### src/rtl/term_write_ctrl_if.sv
// Token stream in and display RAM write port out of the terminal write controller.
// Controller uses the slave modport; the token source / RAM side uses master.
interface term_write_ctrl_if;
   logic       in_valid;
   logic       in_ready;
   logic [2:0] in_cmd;
   logic [7:0] in_char;
   logic       ram_we;
   logic [4:0] ram_row;
   logic [6:0] ram_col;
   logic [7:0] ram_wdata;

   modport master (
      output in_valid, in_cmd, in_char,
      input  in_ready, ram_we, ram_row, ram_col, ram_wdata
   );

   modport slave (
      input  in_valid, in_cmd, in_char,
      output in_ready, ram_we, ram_row, ram_col, ram_wdata
   );
endinterface

### src/rtl/term_write_ctrl.sv
// Cursor tracking and display RAM writes for the text terminal; token write 1 cycle after accept, in_ready low in WR and sweeps.
// SCROLL_EN: overflow clears one row and advances row_base instead of clearing the whole screen.
module term_write_ctrl #(
   parameter int ROWS = 30,
   parameter int COLS = 70
) (
   input  logic             clk,
   input  logic             clrn,
   term_write_ctrl_if.slave bus,
   output logic [4:0]       cur_row,
   output logic [6:0]       cur_col,
   output logic [4:0]       row_base,
   output logic             busy
);
   localparam logic [4:0] LAST_ROW = 5'(ROWS - 1);
   localparam logic [6:0] LAST_COL = 7'(COLS - 1);

   typedef enum logic [1:0] {SWEEP_ALL, IDLE, WR, SWEEP_ROW} state_t;

   state_t     state;
   state_t     after_wr;
   logic [4:0] sw_row;
   logic [6:0] sw_col;
   logic       sw_done;

   logic       tok_we;
   logic [4:0] tok_row;
   logic [6:0] tok_col;
   logic [7:0] tok_dat;
   logic [4:0] nxt_row;
   logic [6:0] nxt_col;
   logic       ovf;

   function automatic logic [4:0] phys(input logic [4:0] base, input logic [4:0] r);
      logic [5:0] s;
      s = {1'b0, base} + {1'b0, r};
      return (s >= 6'(ROWS)) ? 5'(s - 6'(ROWS)) : s[4:0];
   endfunction

   // Effect of the token currently offered, applied only on acceptance.
   always_comb begin
      tok_we  = 1'b0;
      tok_row = phys(row_base, cur_row);
      tok_col = cur_col;
      tok_dat = 8'd0;
      nxt_row = cur_row;
      nxt_col = cur_col;
      ovf     = 1'b0;
      case (bus.in_cmd)
         3'd0: begin
            tok_we  = 1'b1;
            tok_dat = bus.in_char;
            if (cur_col != LAST_COL) begin
               nxt_col = cur_col + 7'd1;
            end else if (cur_row != LAST_ROW) begin
               nxt_row = cur_row + 5'd1;
               nxt_col = 7'd0;
            end else begin
               ovf = 1'b1;
            end
         end
         3'd1: begin
            if (cur_row != LAST_ROW) begin
               nxt_row = cur_row + 5'd1;
               nxt_col = 7'd0;
            end else begin
               ovf = 1'b1;
            end
         end
         3'd2: begin
            tok_we = 1'b1;
            if (cur_col != 7'd0) begin
               nxt_col = cur_col - 7'd1;
               tok_col = cur_col - 7'd1;
            end else if (cur_row != 5'd0) begin
               nxt_row = cur_row - 5'd1;
               nxt_col = LAST_COL;
               tok_row = phys(row_base, cur_row - 5'd1);
               tok_col = LAST_COL;
            end
         end
         3'd3: begin
            nxt_row = 5'd0;
            nxt_col = 7'd0;
         end
         default: ;
      endcase
   end

   always_ff @(posedge clk) begin
      if (clrn) begin
         state         <= SWEEP_ALL;
         after_wr      <= IDLE;
         sw_row        <= 5'd0;
         sw_col        <= 7'd0;
         sw_done       <= 1'b0;
         bus.in_ready  <= 1'b0;
         bus.ram_we    <= 1'b0;
         bus.ram_row   <= 5'd0;
         bus.ram_col   <= 7'd0;
         bus.ram_wdata <= 8'd0;
         cur_row       <= 5'd0;
         cur_col       <= 7'd0;
         row_base      <= 5'd0;
         busy          <= 1'b1;
      end else begin
         case (state)
            IDLE: begin
               if (bus.in_valid) begin
                  state         <= WR;
                  bus.in_ready  <= 1'b0;
                  bus.ram_we    <= tok_we;
                  bus.ram_row   <= tok_row;
                  bus.ram_col   <= tok_col;
                  bus.ram_wdata <= tok_dat;
                  cur_row       <= nxt_row;
                  cur_col       <= nxt_col;
                  if (bus.in_cmd == 3'd3) begin
                     row_base <= 5'd0;
                     after_wr <= SWEEP_ALL;
                  end else if (ovf) begin
`ifdef SCROLL_EN
                     cur_row  <= LAST_ROW;
                     cur_col  <= 7'd0;
                     after_wr <= SWEEP_ROW;
`else
                     after_wr <= SWEEP_ALL;
`endif
                  end else begin
                     after_wr <= IDLE;
                  end
               end
            end
            // Leaving WR already issues the first sweep write so the sweep starts right after WR.
            WR: begin
               sw_done <= 1'b0;
               case (after_wr)
                  SWEEP_ALL: begin
                     state         <= SWEEP_ALL;
                     busy          <= 1'b1;
                     bus.ram_we    <= 1'b1;
                     bus.ram_row   <= 5'd0;
                     bus.ram_col   <= 7'd0;
                     bus.ram_wdata <= 8'd0;
                     sw_row        <= 5'd0;
                     sw_col        <= 7'd1;
                  end
                  SWEEP_ROW: begin
                     state         <= SWEEP_ROW;
                     busy          <= 1'b1;
                     bus.ram_we    <= 1'b1;
                     bus.ram_row   <= row_base;
                     bus.ram_col   <= 7'd0;
                     bus.ram_wdata <= 8'd0;
                     sw_col        <= 7'd1;
                  end
                  default: begin
                     state        <= IDLE;
                     bus.ram_we   <= 1'b0;
                     bus.in_ready <= 1'b1;
                  end
               endcase
            end
            SWEEP_ALL: begin
               if (sw_done) begin
                  state        <= IDLE;
                  bus.ram_we   <= 1'b0;
                  bus.in_ready <= 1'b1;
                  busy         <= 1'b0;
                  cur_row      <= 5'd0;
                  cur_col      <= 7'd0;
               end else begin
                  bus.ram_we    <= 1'b1;
                  bus.ram_row   <= sw_row;
                  bus.ram_col   <= sw_col;
                  bus.ram_wdata <= 8'd0;
                  if (sw_col == LAST_COL) begin
                     sw_col <= 7'd0;
                     if (sw_row == LAST_ROW) sw_done <= 1'b1;
                     else                    sw_row  <= sw_row + 5'd1;
                  end else begin
                     sw_col <= sw_col + 7'd1;
                  end
               end
            end
            SWEEP_ROW: begin
               if (sw_done) begin
                  state        <= IDLE;
                  bus.ram_we   <= 1'b0;
                  bus.in_ready <= 1'b1;
                  busy         <= 1'b0;
`ifdef SCROLL_EN
                  row_base     <= (row_base == LAST_ROW) ? 5'd0 : row_base + 5'd1;
`endif
               end else begin
                  bus.ram_we  <= 1'b1;
                  bus.ram_col <= sw_col;
                  if (sw_col == LAST_COL) sw_done <= 1'b1;
                  else                    sw_col  <= sw_col + 7'd1;
               end
            end
         endcase
      end
   end
endmodule

### src/flat_wrapper.sv
// flat-port wrapper written by rule: the top's interface ports become plain ports
module term_write_ctrl_flat 
#(
   parameter int ROWS = 30,
   parameter int COLS = 70
)
  (clk, clrn, cur_row, cur_col, row_base, busy, bus_in_valid, bus_in_cmd, bus_in_char, bus_in_ready, bus_ram_we, bus_ram_row, bus_ram_col, bus_ram_wdata);
  term_write_ctrl_if bus_i ();
  input  logic clk;
  input  logic clrn;
  output logic [4:0] cur_row;
  output logic [6:0] cur_col;
  output logic [4:0] row_base;
  output logic busy;
  input wire logic [$bits(bus_i.in_valid)-1:0] bus_in_valid;
  input wire logic [$bits(bus_i.in_cmd)-1:0] bus_in_cmd;
  input wire logic [$bits(bus_i.in_char)-1:0] bus_in_char;
  output wire logic [$bits(bus_i.in_ready)-1:0] bus_in_ready;
  output wire logic [$bits(bus_i.ram_we)-1:0] bus_ram_we;
  output wire logic [$bits(bus_i.ram_row)-1:0] bus_ram_row;
  output wire logic [$bits(bus_i.ram_col)-1:0] bus_ram_col;
  output wire logic [$bits(bus_i.ram_wdata)-1:0] bus_ram_wdata;
  assign bus_i.in_valid = bus_in_valid;
  assign bus_i.in_cmd = bus_in_cmd;
  assign bus_i.in_char = bus_in_char;
  assign bus_in_ready = bus_i.in_ready;
  assign bus_ram_we = bus_i.ram_we;
  assign bus_ram_row = bus_i.ram_row;
  assign bus_ram_col = bus_i.ram_col;
  assign bus_ram_wdata = bus_i.ram_wdata;
  term_write_ctrl #(.ROWS(ROWS), .COLS(COLS)) u_core (.clk(clk), .clrn(clrn), .bus(bus_i), .cur_row(cur_row), .cur_col(cur_col), .row_base(row_base), .busy(busy));
endmodule
### config.mk
export PLATFORM = sky130hd
export DESIGN_NAME = term_write_ctrl_flat
export DESIGN_NICKNAME = d
export VERILOG_FILES = /design/src/rtl/term_write_ctrl_if.sv /design/src/rtl/term_write_ctrl.sv /design/src/flat_wrapper.sv
export SDC_FILE = /design/constraint.sdc
export NUM_CORES = 1
export LEC_CHECK = 0
export BUFFER_PORTS_ARGS = -buffer_cell sky130_fd_sc_hd__buf_2
export CORE_UTILIZATION = 52
export CTS_CLUSTER_SIZE = 14
export DETAILED_ROUTE_END_ITERATION = 10
export PLACE_DENSITY = 0.77
export SETUP_SLACK_MARGIN = 0.4
export SYNTH_ARGS = -nofsm -noshare
export SYNTH_HDL_FRONTEND = slang
export SYNTH_SLANG_ARGS = --single-unit
export TNS_END_PERCENT = 30
### constraint.sdc
create_clock -name clk -period 2.3 [get_ports clk]
set_clock_uncertainty 0.05 [all_clocks]
set_input_delay 0.345 -clock clk [delete_from_list [all_inputs] [get_ports clk]]
set_output_delay 0.345 -clock clk [all_outputs]
set_load 0.05 [all_outputs]
==> reports/results.txt, run 1 <==
Largest net degree at the start of global routing - 24
Mux share of post-synthesis cell area - 2.034%
Routed vias/inst - 6.447
Die Y - 84.83 µm
Mapped Cells - 457
Grt total ovfl - 0
Syn Area/Cell - 7.806 µm²
Violated checks - DRC
Crit path capture type - flip-flop
GR Layer Usage met3 - 5.447%
Fin crit share - 92.15%
Clock root cell - clkbuf_8
Max-slew violations - 0
FMAX - 0.4718 GHz
Worst slew pin tran - 768.2 ps
Total Routing Usage GR - 27.51%
Starting Density - 54.92%
Clk_lat worst skew - 330 ps
Die extent in x - 84.83 µm
Clk sinks - 51
Final min period - 2119 ps
Routed Antenna Nets - 0
1st-iter DRT viols - 414
Layout cells sized above 1 - 35.58%
CTS H-Tree Depth - 2
CTS tree - built
Most frequent cells in the layout - buf_2, buf_4, nand2_1, a21oi_1, dfxtp_1
Diodes inserted - 0
Io pins - 54
# DRC - 3
Final setup vio count - 0
Critical Path RT - 2450 ps
Setup TNS - 0 ps
Initial antenna violation count - 0
Final std cells w/o fill - 611
Max clock buf depth - 2
PortBufs - 48
Commonest non-fill, non-tap cell in the layout - buf_2
Asr flop ratio synth - 0%
Max-cap viol count - 0
Post-Synth Adder-Cell Area - 7.366%
Yosys warns - 0
Cell area after synthesis - 3567 µm²
Num rows - 29
HP Class - in2reg
Startpoint Class - flip-flop
Slew Limit Headroom - 48.48%
Critical path arrival - 2270 ps
Pwr per Cell Area - 345.0 nW/µm²
DP HPWL - 6807 µm
Total wire length - 10950 µm
Final Hold Violating Endpoints - 0
Wire length per cell - 17.93 µm
Placer Congestion - 0.9548
First-pass GRT wire length - 15950 µm
Post-synthesis xor/xnor area fraction - 2.701%
CORE AREA - 6495 µm²
Busiest layer in global routing - met2
Synth cell types - 79
Placed Cells incl. Taps - 569
RSZ-0062 raised after global routing - yes
Largest family of logic cells by synthesized area - compound AO/OA/AOI/OAI gates
Worst VDD drop - 0.0003337 V
GRT met1 Usage - 36.16%
Simple-Gate Fraction of Synth Area - 25.11%
Sequential area share after synthesis - 28.62%
Post-synth EDFFs - 0
Compound-Gate Fraction of Synth Area - 27.46%
Via count - 3939
Leak - 1.856 nW
Status - finished, violations left
Seq cells post-synth - 51
Die area - 7195 µm²
Clock buffer count from CTS - 5
Prevailing post-synth register cell - dfxtp_1
Area grow syn2layout - 29.85%
Vias in the first global route - 3278
Clk slew on worst S/H paths - 100 ps
Min Hold Slack - 205.2 ps
Setup CP Type - reg2reg
Layout Nets - 568
Pre-Repair DR Iteration Count - 8
Met2 Use GR - 44.12%
Crit-path max FO - 6
-- logic make-up after synthesis --
group	Yosys count
other cells	1
compound gates	151
simple gates	166
mux	7
flops	51
buf+inv	49
xor+xnor	11
fa+ha+maj	21
-- critical path, stage by stage (launching register included) --
cell	delay [ps]
dfxtp_4	400
clkinvlp_4	120
ha_1	210
a21boi_2	180
buf_4	140
xnor2_1	130
or3_1	340
o31ai_2	290
a31oi_1	130
-- routing by layer --
metal  share of wire (%)  vias up
li1                    -     1834
met1                  41     1841
met2                  47      216
met3                 8.0       48
met4                 4.0        0
met5                   0        -
-- cell type report --
type | instances | area, µm²
flip-flops and latches | 51 | 1062
repair buffers | 97 | 640.6
clock buffers | 6 | 72.57
well taps | 77 | 96.34
multi-input cells | 361 | 2668
clock inverters | 2 | 15.01
fillers | 488 | 1863
inverters | 17 | 77.57
-- cells in the mapped netlist (4+ instances only) --
cell      instances  area (µm²)
a211oi_1          4       30.03
a21o_1            4       30.03
a21oi_1          41       205.2
a22oi_1          11       82.58
a31oi_1          14       87.58
buf_1             4       15.01
buf_2             6       30.03
buf_4             5       37.54
clkbuf_1         14       52.55
dfxtp_1          51        1021
ha_1             21       262.8
inv_1            17       63.81
mux2i_1           5       50.05
nand2_1          36       135.1
nand2b_1          9       56.30
nand3_1          20       100.1
nand4_1           6       37.54
nor2_1           37       138.9
nor2b_1           4       25.02
nor3_1           11       55.05
o21ai_0          37       185.2
o31ai_1           4       30.03
or3_1            10       62.56
xnor2_1           7       61.31
xor2_1            4       35.03
-- repair_timing --
item                                    CTS  global route
endpoints found under the setup margin   41            43
hold buffers                              0             0
gates cloned                              0             1
resized for setup                        26            51
setup buffers                            11            22
pin swaps                                 7            24
-- through the flow --
| step | util, % | cell area [µm²] | power, W | setup slack, ps |
|---|---|---|---|---|
| global placement | 60.57 | 3934 | 0.001047 | 202.7 |
| detailed placement | 60.57 | 3934 | 0.001049 | 124.3 |
| CTS | 65.11 | 4229 | 0.001595 | 331.7 |
| global route | 71.32 | 4632 | 0.001647 | 114.9 |
| finish | 71.32 | 4632 | 0.001598 | 180.6 |
| floorplan | - | 3664 | 0.001016 | 219.7 |
-- where the power goes --
| group | switching, W | leakage, nW | internal [W] |
|---|---|---|---|
| Clock | 0.000343 | 0.0461 | 0.000221 |
| Sequential | 0.00000924 | 0.422 | 0.000881 |
| Combinational | 0.000100 | 1.39 | 0.0000433 |
-- registers in the layout, indices dropped and copies added (netlist names), 2 cells and up --
signal,flops
u_core.sw_col,7
u_core.bus.ram_col,7
u_core.bus.ram_row,5
u_core.cur_row,5
u_core.cur_col,7
u_core.bus.ram_wdata,8
u_core.sw_row,5
u_core.state,2
-- final timing paths --
check | start | endpoint | slack (ps) | cells after the start
min | bus_in_char[6] | u_core.bus.ram_wdata[6] | 210 | 3
max reg2reg | u_core.cur_row[2] | u_core.bus.ram_row[4] | 180 | 8
min reg2reg | u_core.busy | u_core.busy | 450 | 1
max | u_core.cur_row[2] | u_core.bus.ram_row[4] | 180 | 8
No activity file was read; power rests on OpenSTA's default activity.
==> inputs of run 2 (changes only) <==
--- a/config.mk
+++ b/config.mk
@@ -5,7 +5,8 @@
 export SDC_FILE = /design/constraint.sdc
 export NUM_CORES = 1
 export LEC_CHECK = 0
-export BUFFER_PORTS_ARGS = -buffer_cell sky130_fd_sc_hd__buf_2
+export BUFFER_PORTS_ARGS = -buffer_cell sky130_fd_sc_hd__clkbuf_2
+export CORE_MARGIN = 2
 export CORE_UTILIZATION = 52
 export CTS_CLUSTER_SIZE = 14
 export DETAILED_ROUTE_END_ITERATION = 10
==> reports/results.txt, run 2 (synthesis results as in run 1) <==
Status - finished, final reports clean
Diodes inserted - 0 (unchanged)
First-pass GRT wire length - 15930 µm (-0.13%)
Fin crit share - 85.91% (-6.2 points)
Setup TNS - 0 ps (unchanged)
Reg power frac - 56.0% (+0.3 points)
P_int - 0.001146 W (about the same)
CP top delay family - simple AND/OR/NAND/NOR gates
Min Hold Slack - 213.6 ps (+8.491 ps)
Slew Limit Headroom - 64.89% (+16 points)
1st-iter DRT viols - 310 (-25%)
HP Class - in2reg
Most frequent cells in the layout - clkbuf_2, buf_4, dfxtp_1
Critical Path RT - 2500 ps (+50 ps)
Crit-path max FO - 6 (unchanged)
Max reg flops - 8 (unchanged)
Clock Power Share - 35.0% (-0.3 points)
Wire length per cell - 16.92 µm (-5.6%)
Final setup vio count - 0 (unchanged)
Reg with most FFs - u_core.bus.ram_wdata
Slowest stage delay, CP - 580 ps (+180 ps)
Final Util - 67.43% (-3.9 points)
Initial antenna violation count - 0 (unchanged)
Area grow syn2layout - 27.01%
Critical path arrival - 2180 ps (-90 ps)
Clk sinks - 51 (unchanged)
Largest net degree at the start of global routing - 24 (unchanged)
Via count - 3788 (-3.8%)
Setup CP Type - reg2reg
Reg2Reg Setup Slack - 320 ps (+140 ps)
Final min period - 1976 ps (-143.4 ps)
Num rows - 30 (+3.4%)
Crit-path cells - or4b_4 > nor2_8 > a41oi_4 > or4_4 > a21oi_2
FMAX - 0.5061 GHz (+7.3%)
Routed Antenna Nets - 0 (unchanged)
Die area - 7539 µm² (+4.8%)
Placer Congestion - 0.9432 (-1.2%)
Startpoint Class - flip-flop
Clock buffer count from CTS - 5 (unchanged)
Final Hold Violating Endpoints - 0 (unchanged)
Pre-Repair DR Iteration Count - 7 (-1)
PortBufs - 48 (unchanged)
Die Y - 86.83 µm (+2.4%)
Critical path depth - 5 (-3)
Routed vias/inst - 6.241 (-3.2%)
Pwr per Cell Area - 351.4 nW/µm² (+1.9%)
CORE AREA - 6719 µm² (+3.4%)
RSZ-0062 raised after global routing - yes
Logic pwr share - 9.1% (about the same)
Total wire length - 10270 µm (-6.2%)
Slowest-stage cell, CP - or4b_4
CTS tree - built
Clock root cell - clkbuf_8
Max-cap viol count - 0 (unchanged)
Switching share of total power - 28.00% (-0.32 points)
Clk_lat worst skew - 310 ps (-20 ps)
Worst slew pin tran - 522.6 ps (-245.7 ps)
Total Routing Usage GR - 25.94% (-1.6 points)
FF-to-FF path depth - 5 (-3)
CTS H-Tree Depth - 2 (unchanged)
Die extent in x - 86.83 µm (+2.4%)
Clk slew on worst S/H paths - 100 ps (about the same)
Post-CTS Hold Buffers - 0 (unchanged)
Starting Density - 53.09% (-1.8 points)
Crit path capture type - flip-flop
Leak - 1.767 nW (-4.8%)
Grt total ovfl - 0 (unchanged)
Io pins - 54 (unchanged)
Commonest non-fill, non-tap cell in the layout - clkbuf_2
Hold Path Stages - 3 (unchanged)
Max clock buf depth - 2 (unchanged)
Layout cells sized above 1 - 34.72% (-0.86 points)
Total net switching power - 0.0004457 W (-1.5%)
Worst VDD drop - 0.0002827 V (-15%)
# DRC - 0 (-3)
DP HPWL - 6804 µm (about the same)
Max-slew violations - 0 (unchanged)
Vias in the first global route - 3327 (+1.5%)
Critical path buffer and inverter count - 0 (-2)
Layout Nets - 561 (-1.2%)
[run 2: power by group through the flow]
stage	registers (W)	clock network, W	logic [W]
after CTS	0.000892	0.000566	0.000136
after floorplan	0.000927	0	0.0000893
after global routing	0.000893	0.000602	0.000156
final	0.000891	0.000556	0.000144
after detailed placement	0.000916	0	0.000132
after global placement	0.000916	0	0.000132
[run 2: path summary, 6_finish.rpt]
path	start	to
max	u_core.sw_col[4]	u_core.sw_row[4]
min	bus_in_char[5]	u_core.bus.ram_wdata[5]
max reg2reg	u_core.sw_col[4]	u_core.sw_row[4]
min reg2reg	u_core.busy	u_core.busy
[run 2: cell type report]
class	count	area [µm²]
clock inverters	3	22.52
flip-flops and latches	51	1057
clock buffers	5	68.82
fillers	560	2188
inverters	17	77.57
well taps	80	100.1
repair buffers	90	564.3
multi-input cells	361	2640
[run 2: worst min-delay path, cell delays in order]
cell and delay [ps]:
clkbuf_2 70, a22oi_1 50, nor2_1 70
[run 2: what timing repair did]
item	4_1_cts	5_1_grt
setup endpoints to repair	41	44
endpoints found under the hold margin	0	0
pin swaps	5	16
cloned	0	1
setup buffers	14	12
resized for setup	28	48
[run 2: per-layer routing]
layer	up-vias	routed length (µm)	track usage, %
met5	-	0	0
met4	0	310	9.943
met3	32	654	3.429
met2	165	4834	41.57
met1	1787	4469	35.36
li1	1804	-	-
[run 2: stage by stage]
stage	area, µm²	std cells	total power, W	worst slack, ps
6_report	4531	607	0.001592	324.0
5_1_grt	4531	607	0.001651	276.9
2_1_floorplan	3664	461	0.001016	219.7
4_1_cts	4242	594	0.001594	346.3
3_3_place_gp	3925	572	0.001048	150.7
3_5_place_dp	3925	572	0.001048	110.8
